[src/rtl/dvs_ravens_pkg.sv]
// dvs_ravens_pkg: sensor geometry, interface clock and event/FSM types shared by the DVS sequencer blocks
package dvs_ravens_pkg;
  localparam int DVS_WIDTH_PXLS = 346;
  localparam int DVS_HEIGHT_PXLS = 260;
  localparam int CLK_PERIOD_NS = 10;
  typedef struct packed {
    logic [8:0] x;
    logic [8:0] y;
    logic       pol;
  } dvs_event_t;
  typedef enum logic {NO_ROW, ROW} seq_state_t;
endpackage

[src/rtl/dvs_event_fifo.sv]
// dvs_event_fifo: synchronous FIFO with fall-through head, level output and push+pop when full
//   clk, rst_n      clock, asynchronous active-low reset
//   push, din       write request and data (ignored when no room)
//   ready           consumer accepts head; pops when valid
//   can_push        room for a push this cycle (counts a same-cycle pop)
//   valid, head     head present and its data (read straight from storage)
//   level           occupancy
//   hold            registered level >= DEPTH-1
module dvs_event_fifo #(
  parameter int DEPTH = 4,
  parameter int W = 19,
  localparam int LW = $clog2(DEPTH) + 1
) (
  input  logic          clk,
  input  logic          rst_n,
  input  logic          push,
  input  logic [W-1:0]  din,
  input  logic          ready,
  output logic          can_push,
  output logic          valid,
  output logic [W-1:0]  head,
  output logic [LW-1:0] level,
  output logic          hold
);
  localparam int AW = $clog2(DEPTH);
  logic [W-1:0] mem [DEPTH];
  logic [AW-1:0] wr_ptr, rd_ptr;
  logic pop, wr;
  logic [LW-1:0] level_nx;
  assign valid = level != '0;
  assign pop = valid && ready;
  assign can_push = level < LW'(DEPTH) || pop;
  assign wr = push && can_push;
  assign level_nx = level + LW'(wr) - LW'(pop);
  assign head = mem[rd_ptr];
  always_ff @(posedge clk or negedge rst_n) begin
    if (!rst_n) begin
      mem <= '{default: '0};
      wr_ptr <= '0;
      rd_ptr <= '0;
      level <= '0;
      hold <= 1'b0;
    end else begin
      if (wr) mem[wr_ptr] <= din;
      wr_ptr <= wr ? wr_ptr + 1'b1 : wr_ptr;
      rd_ptr <= pop ? rd_ptr + 1'b1 : rd_ptr;
      level <= level_nx;
      hold <= level_nx >= LW'(DEPTH - 1);
    end
  end
endmodule

[src/rtl/dvs_event_sequencer.sv]
// dvs_event_sequencer: assembles AER Y/X words into pixel events and queues them on a valid/ready port
//   Optional feature macro: DVS_EVENT_TIMESTAMP_EN (adds timestamp counter and evt_ts port)
//   clk, rst_n                  clock, asynchronous active-low reset
//   rx_valid, aer_rx, xsel_rx   receiver word strobe, word, X/Y select
//   rx_hold                     stall request to the receiver
//   evt_valid, evt_ready        event handshake
//   evt_x, evt_y, evt_pol       head event fields; evt_ts head timestamp (feature only)
//   drop_cnt                    saturating count of dropped words/events
//   fifo_level                  current FIFO occupancy
module dvs_event_sequencer
  import dvs_ravens_pkg::*;
#(
  parameter int FIFO_DEPTH = 4,
  parameter int DROP_CNT_W = 8,
  parameter int TS_WIDTH = 16,
  localparam int LW = $clog2(FIFO_DEPTH) + 1
) (
  input  logic                  clk,
  input  logic                  rst_n,
  input  logic                  rx_valid,
  input  logic [9:0]            aer_rx,
  input  logic                  xsel_rx,
  output logic                  rx_hold,
  output logic                  evt_valid,
  input  logic                  evt_ready,
  output logic [8:0]            evt_x,
  output logic [8:0]            evt_y,
  output logic                  evt_pol,
`ifdef DVS_EVENT_TIMESTAMP_EN
  output logic [TS_WIDTH-1:0]   evt_ts,
`endif
  output logic [DROP_CNT_W-1:0] drop_cnt,
  output logic [LW-1:0]         fifo_level
);
`ifdef DVS_EVENT_TIMESTAMP_EN
  localparam int TS_EN = 1;
`else
  localparam int TS_EN = 0;
`endif
  localparam int W = $bits(dvs_event_t) + TS_EN * TS_WIDTH;
  seq_state_t state;
  logic [8:0] row_y, x_w, y_w;
  logic is_x, is_y, y_ok, x_ok, push, can_push, drop;
  dvs_event_t ev, h;
  logic [W-1:0] din, head;
  assign y_w = aer_rx[8:0];
  assign x_w = aer_rx[9:1];
  assign is_x = rx_valid && xsel_rx;
  assign is_y = rx_valid && !xsel_rx;
  assign y_ok = y_w < 9'(DVS_HEIGHT_PXLS);
  assign x_ok = x_w < 9'(DVS_WIDTH_PXLS);
  assign push = is_x && state == ROW && x_ok;
  // covers bad Y, X without a row, out-of-range X, and X with no FIFO room
  assign drop = (is_y && !y_ok) || (is_x && !(push && can_push));
  assign ev = '{x: x_w, y: row_y, pol: aer_rx[0]};
`ifdef DVS_EVENT_TIMESTAMP_EN
  logic [TS_WIDTH-1:0] ts_cnt;
  assign din = {ev, ts_cnt};
  assign {h, evt_ts} = head;
  always_ff @(posedge clk or negedge rst_n) begin
    if (!rst_n) ts_cnt <= '0;
    else ts_cnt <= ts_cnt + 1'b1;
  end
`else
  assign din = ev;
  assign h = head;
`endif
  assign evt_x = h.x;
  assign evt_y = h.y;
  assign evt_pol = h.pol;
  always_ff @(posedge clk or negedge rst_n) begin
    if (!rst_n) begin
      state <= NO_ROW;
      row_y <= '0;
      drop_cnt <= '0;
    end else begin
      if (is_y) state <= y_ok ? ROW : NO_ROW;
      if (is_y && y_ok) row_y <= y_w;
      if (drop && drop_cnt != '1) drop_cnt <= drop_cnt + 1'b1;
    end
  end
  dvs_event_fifo #(.DEPTH(FIFO_DEPTH), .W(W)) u_fifo (
    .clk(clk),
    .rst_n(rst_n),
    .push(push),
    .din(din),
    .ready(evt_ready),
    .can_push(can_push),
    .valid(evt_valid),
    .head(head),
    .level(fifo_level),
    .hold(rx_hold)
  );
endmodule
[config.mk]
export PLATFORM = sky130hd
export DESIGN_NAME = dvs_event_sequencer
export DESIGN_NICKNAME = d
export VERILOG_FILES = /design/src/rtl/dvs_ravens_pkg.sv /design/src/rtl/dvs_event_fifo.sv /design/src/rtl/dvs_event_sequencer.sv
export SDC_FILE = /design/constraint.sdc
export NUM_CORES = 1
export LEC_CHECK = 0
export CELL_PAD_IN_SITES_DETAIL_PLACEMENT = 0
export CELL_PAD_IN_SITES_GLOBAL_PLACEMENT = 1
export CORE_ASPECT_RATIO = 0.8
export CORE_MARGIN = 10
export CORE_UTILIZATION = 48
export DETAILED_ROUTE_END_ITERATION = 7
export GPL_TIMING_DRIVEN = 0
export PLACE_DENSITY = 0.83
export RECOVER_POWER = 50
export SLEW_MARGIN = 20
export SYNTH_ARGS = -nofsm -noshare
export SYNTH_HDL_FRONTEND = slang
export SYNTH_SLANG_ARGS = --single-unit
export TNS_END_PERCENT = 5
[constraint.sdc]
create_clock -name clk -period 2.4 [get_ports clk]
set_input_delay 0.72 -clock clk [delete_from_list [all_inputs] [get_ports clk]]
set_output_delay 0.72 -clock clk [all_outputs]
set_load 0.01 [all_outputs]
==> out/results.ini, run 1 <==
[worst_setup_path]
crit_start = evt_ready
r2r_slack_ns = 0.13
endpoint_kind = register
r2r_cells = 10
cp_data_arrival_time_ns = 2.68
r2r-start = u_fifo.level[1]
crit_fanout = 3
worst_ep_required_time_ns = 2.63
crit_end = u_fifo.hold
worstSetupPathType = in2reg
critPathLaunchType = primary input
regToRegEndpoint = u_fifo.hold

[layout]
drive_gt1_frac = 0.4917
final_core_util = 0.6218
design_area_um2 = 5692
syn_to_final_growth_pct = 25.11
layout.nets = 380

[global_route]
grt-ovfl-total = 0
grt_pass1_wl_um = 15680
antenna_found_initial = 1
grt_pass1_vias = 2881
grt_max_degree = 65
track_usage = 0.1459

[floorplanning]
num_io_pins = 47
initial_utilization = 0.4970
dieArea_um2 = 13800
die_h_um = 107.1
coreArea_um2 = 9154
rows = 31
die_w_um = 128.8

[logic_synthesis]
syn-cell-area_um2 = 4549
synth_edf_count = 0
ys_seq_elements = 102
syn_avg_cell_area_um2 = 15.80
yosysTopAreaCell = dfrtp_1
seq_area_frac_synth = 0.5611
yosys.cell_types.count = 31
synth_fp_nets = 311
ys.flop_type = dfrtp_1
synth.area.top_cells = dfrtp_1 (56%), mux2_2 (22%), mux4_2 (9.4%)
netlist_instances = 288
synthTopCellsByCount = dfrtp_1 (102), mux2_2 (87), mux4_2 (19), nand2_1 (9), inv_1 (8)
yosysMostFrequentCell = dfrtp_1
synth_top_area_share = 0.5611
ys_warn_count = 0
async_flop_share = 1.000

[flow_run]
drv_cap = 0

[routing]
avgViaCountPerCell = 5.515
drc = 0
vias = 2636
routed_wl_um = 9331
dr.pass1.iters = 4
first_iter_violations = 125
post_drt_wl_per_cell_um = 19.52
postRouteAntennaNets = 0

[clocking]
cts_buffers = 9
cts_tree = built
root_buffer = clkbuf_16
cts_sinks = 102
clkTransAtPathRegs_ns = 0.07
htree_num_levels = 3
clk_latency_ns = 0.34
cts_hold_buf = 0
cts_max_path_buffers = 2

[sta]
rsz0062_at_grt = true
setup_viol = 17
finalHoldViolations = 0
whs_ns = 0.5031
fin_tns_setup_ns = -0.3511
final.min_clock_period_ns = 2.444
drv_slew = 0
skew_ns = 0.006843
setup_ws_ns = -0.04390
tightest_slew_ns = 0.9520
fmax_mhz = 409.2
slew_headroom = 0.3653
post-route-period-util = 1.018

[worst_hold_path]
hold_path_class = reg2reg

[pwr]
sw_frac_of_total = 0.2934
power_density_nw_per_um2 = 1229
p_leak_nw = 2.705
power.internal_mw = 4.942
power_frac_comb = 0.392
vdd_ir_drop_max_mv = 0.5511
p_switching_mw = 2.052
total_power_mw = 6.994
seq_power_share = 0.387
p_clk_frac = 0.220

[placed_design]
globalplace.congestion = 0.7506
placed_cell_area_um2 = 5189
port-buffer-count = 46
dp_hpwl_um = 6175

[run_status]
violations = setup timing
outcome = complete, but fails checks

## through the flow
| step | worst slack, ns | instances |
|---|---|---|
| 2_1_floorplan | -0.09226 | 288 |
| 3_3_place_gp | -3.161 | 449 |
| 3_5_place_dp | -0.9469 | 450 |
| 4_1_cts | -0.03276 | 477 |
| 5_1_grt | -0.1019 | 478 |
| 6_report | -0.04390 | 478 |
## power by group through the flow
stage          registers (mW)  clock network, mW  logic, mW
6_report                 2.71               1.54       2.74
5_1_grt                  2.80               1.63       2.99
4_1_cts                  2.71               1.57       2.67
3_5_place_dp             2.71                  0       2.46
3_3_place_gp             2.68                  0       2.39
2_1_floorplan            2.65                  0       1.46
## cell type report
cell class | count | area [um2]
fillers | 684 | 3462
flip-flops and latches | 102 | 2554
multi-input cells | 169 | 1927
repair buffers | 58 | 616.8
clock buffers | 10 | 229.0
well taps | 115 | 143.9
plain buffers | 9 | 102.6
clock inverters | 6 | 86.33
inverters | 8 | 30.03
diodes | 1 | 2.502
## worst max-delay path, stage by stage
cell and delay, ns:
clkdlybuf4s50_1 0.44, and2_0 0.22, ha_1 0.30, inv_1 0.04
ha_1 0.18, fa_2 0.34, xnor2_1 0.17, xnor2_1 0.12
a21o_1 0.16
## worst min-delay path by stage
stage                      to  slack (ns)  cells after the start            from
4_1_cts        u_fifo.mem[23]        0.28                      1           rst_n
5_1_grt        u_fifo.mem[19]        0.52                      1  u_fifo.mem[19]
2_1_floorplan     drop_cnt[0]        0.42                      0           rst_n
6_report       u_fifo.mem[23]        0.50                      1  u_fifo.mem[23]
3_3_place_gp   u_fifo.mem[59]        0.48                      1  u_fifo.mem[59]
3_5_place_dp            state        0.48                      2           state
## cells by family after synthesis
| logic type | share of synthesized area |
|---|---|
| AO/OA/AOI/OAI | 0.02035 |
| XOR/XNOR | 0.01348 |
| adder cells (fa/ha/maj) | 0.02365 |
| buffers and inverters | 0.02063 |
| flip-flops | 0.5611 |
| multiplexers | 0.3119 |
| AND/OR/NAND/NOR | 0.04895 |
## routing by layer
layer,global-route usage,share of wire,vias up
li1,-,-,1197
met1,0.1864,0.44,1377
met2,0.2254,0.48,53
met4,0.04133,0.0075,0
met3,0.05810,0.073,9
met5,0,0,-
## registers in the layout, summed over array words and instances (netlist names)
name / flops
u_fifo.wr_ptr: 2
u_fifo.level: 3
u_fifo.rd_ptr: 2
drop_cnt: 8
state: 1
u_fifo.mem: 76
row_y: 9
u_fifo.hold: 1
## repair_timing
action                                  4_1_cts  5_1_grt
pin swaps                                     3        4
cloned                                        1        0
setup buffers                                10        0
endpoints found under the setup margin      115       19
gates resized for setup                     140       10
## cells in the final DEF, fill, tap and decap left out, types with 2 or more instances in the layout
cell	synthesis	routed
nor2_1	3	3
nand2b_1	4	4
a21oi_1	3	3
clkbuf_2	0	3
inv_1	8	8
nand3_1	5	5
mux4_2	19	19
clkbuf_16	0	9
clkbuf_1	3	2
dfrtp_1	102	101
bufinv_16	0	2
clkinv_2	0	2
buf_12	0	6
mux2_2	87	87
nand4_1	2	2
nand2_4	4	4
buf_8	0	2
xnor2_1	6	6
and3_1	4	4
clkdlybuf4s15_2	0	3
clkdlybuf4s50_1	0	18
buf_4	0	5
buf_6	4	20
a21o_1	2	2
buf_2	0	6
ha_1	7	7
nand2_1	9	9
(Power assumes the default switching activity.)
==> run 2: changes to the inputs <==
Settings changed: PLACE_DENSITY 0.83 to not set, PLACE_DENSITY_LB_ADDON set to 0.1.
==> run 2 against run 1 <==
  * The run still ends with setup timing left
  * Cell area down 1.1%
  * Final cell count down 0.63%
  * Hold slack worse by 0.0083 ns
  * Clock power up 3%
  * Sequential power about the same
  * Global-route usage down 0.47 points
  * Sequential share of layout area up 0.48 points
  * Register-to-register slack better by 0.04 ns
  * Critical path depth down 5
  * Critical endpoint is now evt_y[8]
==> out/results.ini, run 2 (synthesized netlist as in run 1, its figures left out) <==
[placed_design]
dp_hpwl_um = 5851
placed_cell_area_um2 = 5189
globalplace.congestion = 0.7313
port-buffer-count = 46

[routing]
wl_met1_um = 4422
dr.pass1.iters = 4
postRouteAntennaNets = 0
route.met2.wl_um = 4186
routed.top_layer = met4
drc = 0
first_iter_violations = 101
avgViaCountPerCell = 5.533
post_drt_wl_per_cell_um = 19.24
routed_wl_um = 9138
vias = 2628
wl_met3_um = 456

[floorplanning]
coreArea_um2 = 9154
dieArea_um2 = 13800
die_h_um = 107.1
num_io_pins = 47
initial_utilization = 0.4970
rows = 31
die_w_um = 128.8

[worst_setup_path]
cp_num_buf_inv = 3
crit_slowest_cell = mux4_2
endpoint_kind = output port
max_stage_delay_ns = 0.53
worst_ep_required_time_ns = 1.68
critPathLaunchType = register
path_cells = buf_6 -> buf_12 -> mux4_2 -> buf_6
crit_top_cell = buf_6
worstSetupPathType = reg2out
cp_data_arrival_time_ns = 1.69
crit_family = multiplexers
crit_fanout = 5

[flow_run]
drv_cap = 0

[layout]
syn_to_final_growth_pct = 23.79
largest_register_ffs = 76
design_area_um2 = 5632
regMostFlops = u_fifo.mem
nFillCells = 721
largestRegisters = u_fifo.mem: 76 flops, row_y: 9 flops, drop_cnt: 8 flops
layout.nets = 378
drive_gt1_frac = 0.4806
n_antenna_cell = 0
layout_common_cells = dfrtp_1 (101), mux2_2 (87), mux4_2 (19)
final_common_cell = dfrtp_1

[sta]
rsz0062_at_grt = true
fmax_mhz = 415.2
finalHoldViolations = 0
setup_viol = 1
slew_headroom = 0.06272
setup_ws_ns = -0.008523
final.min_clock_period_ns = 2.409
whs_ns = 0.4948
drv_slew = 0
post-route-period-util = 1.004
skew_ns = 0.007977
tightest_slew_ns = 1.406

[worst_hold_path]
hold_path_class = reg2reg

[clocking]
root_buffer = clkbuf_16
cts_tree = built
cts_sinks = 102
cts_max_path_buffers = 2
cts_hold_buf = 0
htree_num_levels = 3
cts_buffers = 9
clk_latency_ns = 0.34
clkTransAtPathRegs_ns = 0.07

[pwr]
vdd_ir_drop_max_mv = 0.7515
p_leak_nw = 2.684
power_density_nw_per_um2 = 1219

[global_route]
grt_max_degree = 78
grt_pass1_wl_um = 15040
grt_pass1_vias = 2783
grt-ovfl-total = 0
antenna_found_initial = 0
track_usage = 0.1412

[run_status]
outcome = complete, but fails checks
violations = setup timing

==> run 2: changes by cell type in the layout (fill, tap and decap cells not counted), moves of 2 or more <==
cell | before | now
buf_12 | 6 | 2
buf_2 | 6 | 8
buf_6 | 20 | 16
clkbuf_8 | 0 | 2
clkdlybuf4s15_1 | 0 | 4
==> run 2: final cells by class <==
type	count	area [um2]	area share
sequential	102	2554	0.4535
multi-input combinational	169	1937	0.3439
timing repair buffer	56	531.8	0.09442
clock buffer	11	252.7	0.04488
tap	115	143.9	0.02555
buffer	9	101.3	0.01800
clock inverter	5	81.33	0.01444
inverter	8	30.03	0.005332
==> run 2: worst paths after layout <==
kind | from | to | slack [ns] | cells past startpoint
min reg2reg | u_fifo.mem[59] | u_fifo.mem[59] | 0.49 | 1
min | u_fifo.mem[59] | u_fifo.mem[59] | 0.49 | 1
max reg2reg | u_fifo.level[1] | u_fifo.hold | 0.17 | 10
min in group asynchronous | rst_n | u_fifo.mem[40] | 0.70 | 1
max in group asynchronous | rst_n | u_fifo.rd_ptr[0] | 0.35 | 2
max | u_fifo.rd_ptr[0] | evt_y[8] | -0.009 | 4
==> run 2: metal layers <==
layer,global-route usage,vias to the layer above
met4,0.03160,0
met5,0,-
met1,0.1902,1383
met2,0.2154,44
met3,0.04924,9
li1,-,1192
==> run 2: report_power, final <==
part,total (mW),switching [mW],internal (mW)
clock,1.59,0.623,0.971
sequential,2.69,0.356,2.33
combinational,2.58,1.01,1.57
total,6.86,1.99,4.88
==> run 2: timing repair <==
action | in CTS | in global routing
buffers inserted | 8 | 0
pin swaps | 4 | 3
hold endpoints to repair | 0 | 0
gates cloned | 1 | 0
gates resized for setup | 111 | 23
setup endpoints to repair | 115 | 37
==> run 2: per-stage QoR <==
stage	setup WS [ns]	power [mW]	utilization	TNS, ns	instances
after global placement	-3.294	5.085	0.5637	-414.60	449
after detailed placement	-0.9563	5.132	0.5668	-78.34	450
final	-0.008523	6.864	0.6152	-0.008523	475
after CTS	-0.06289	6.804	0.6121	-0.1360	475
after global routing	-0.05049	7.288	0.6152	-0.3900	475
after floorplan	-0.09226	4.111	-	-0.09226	288
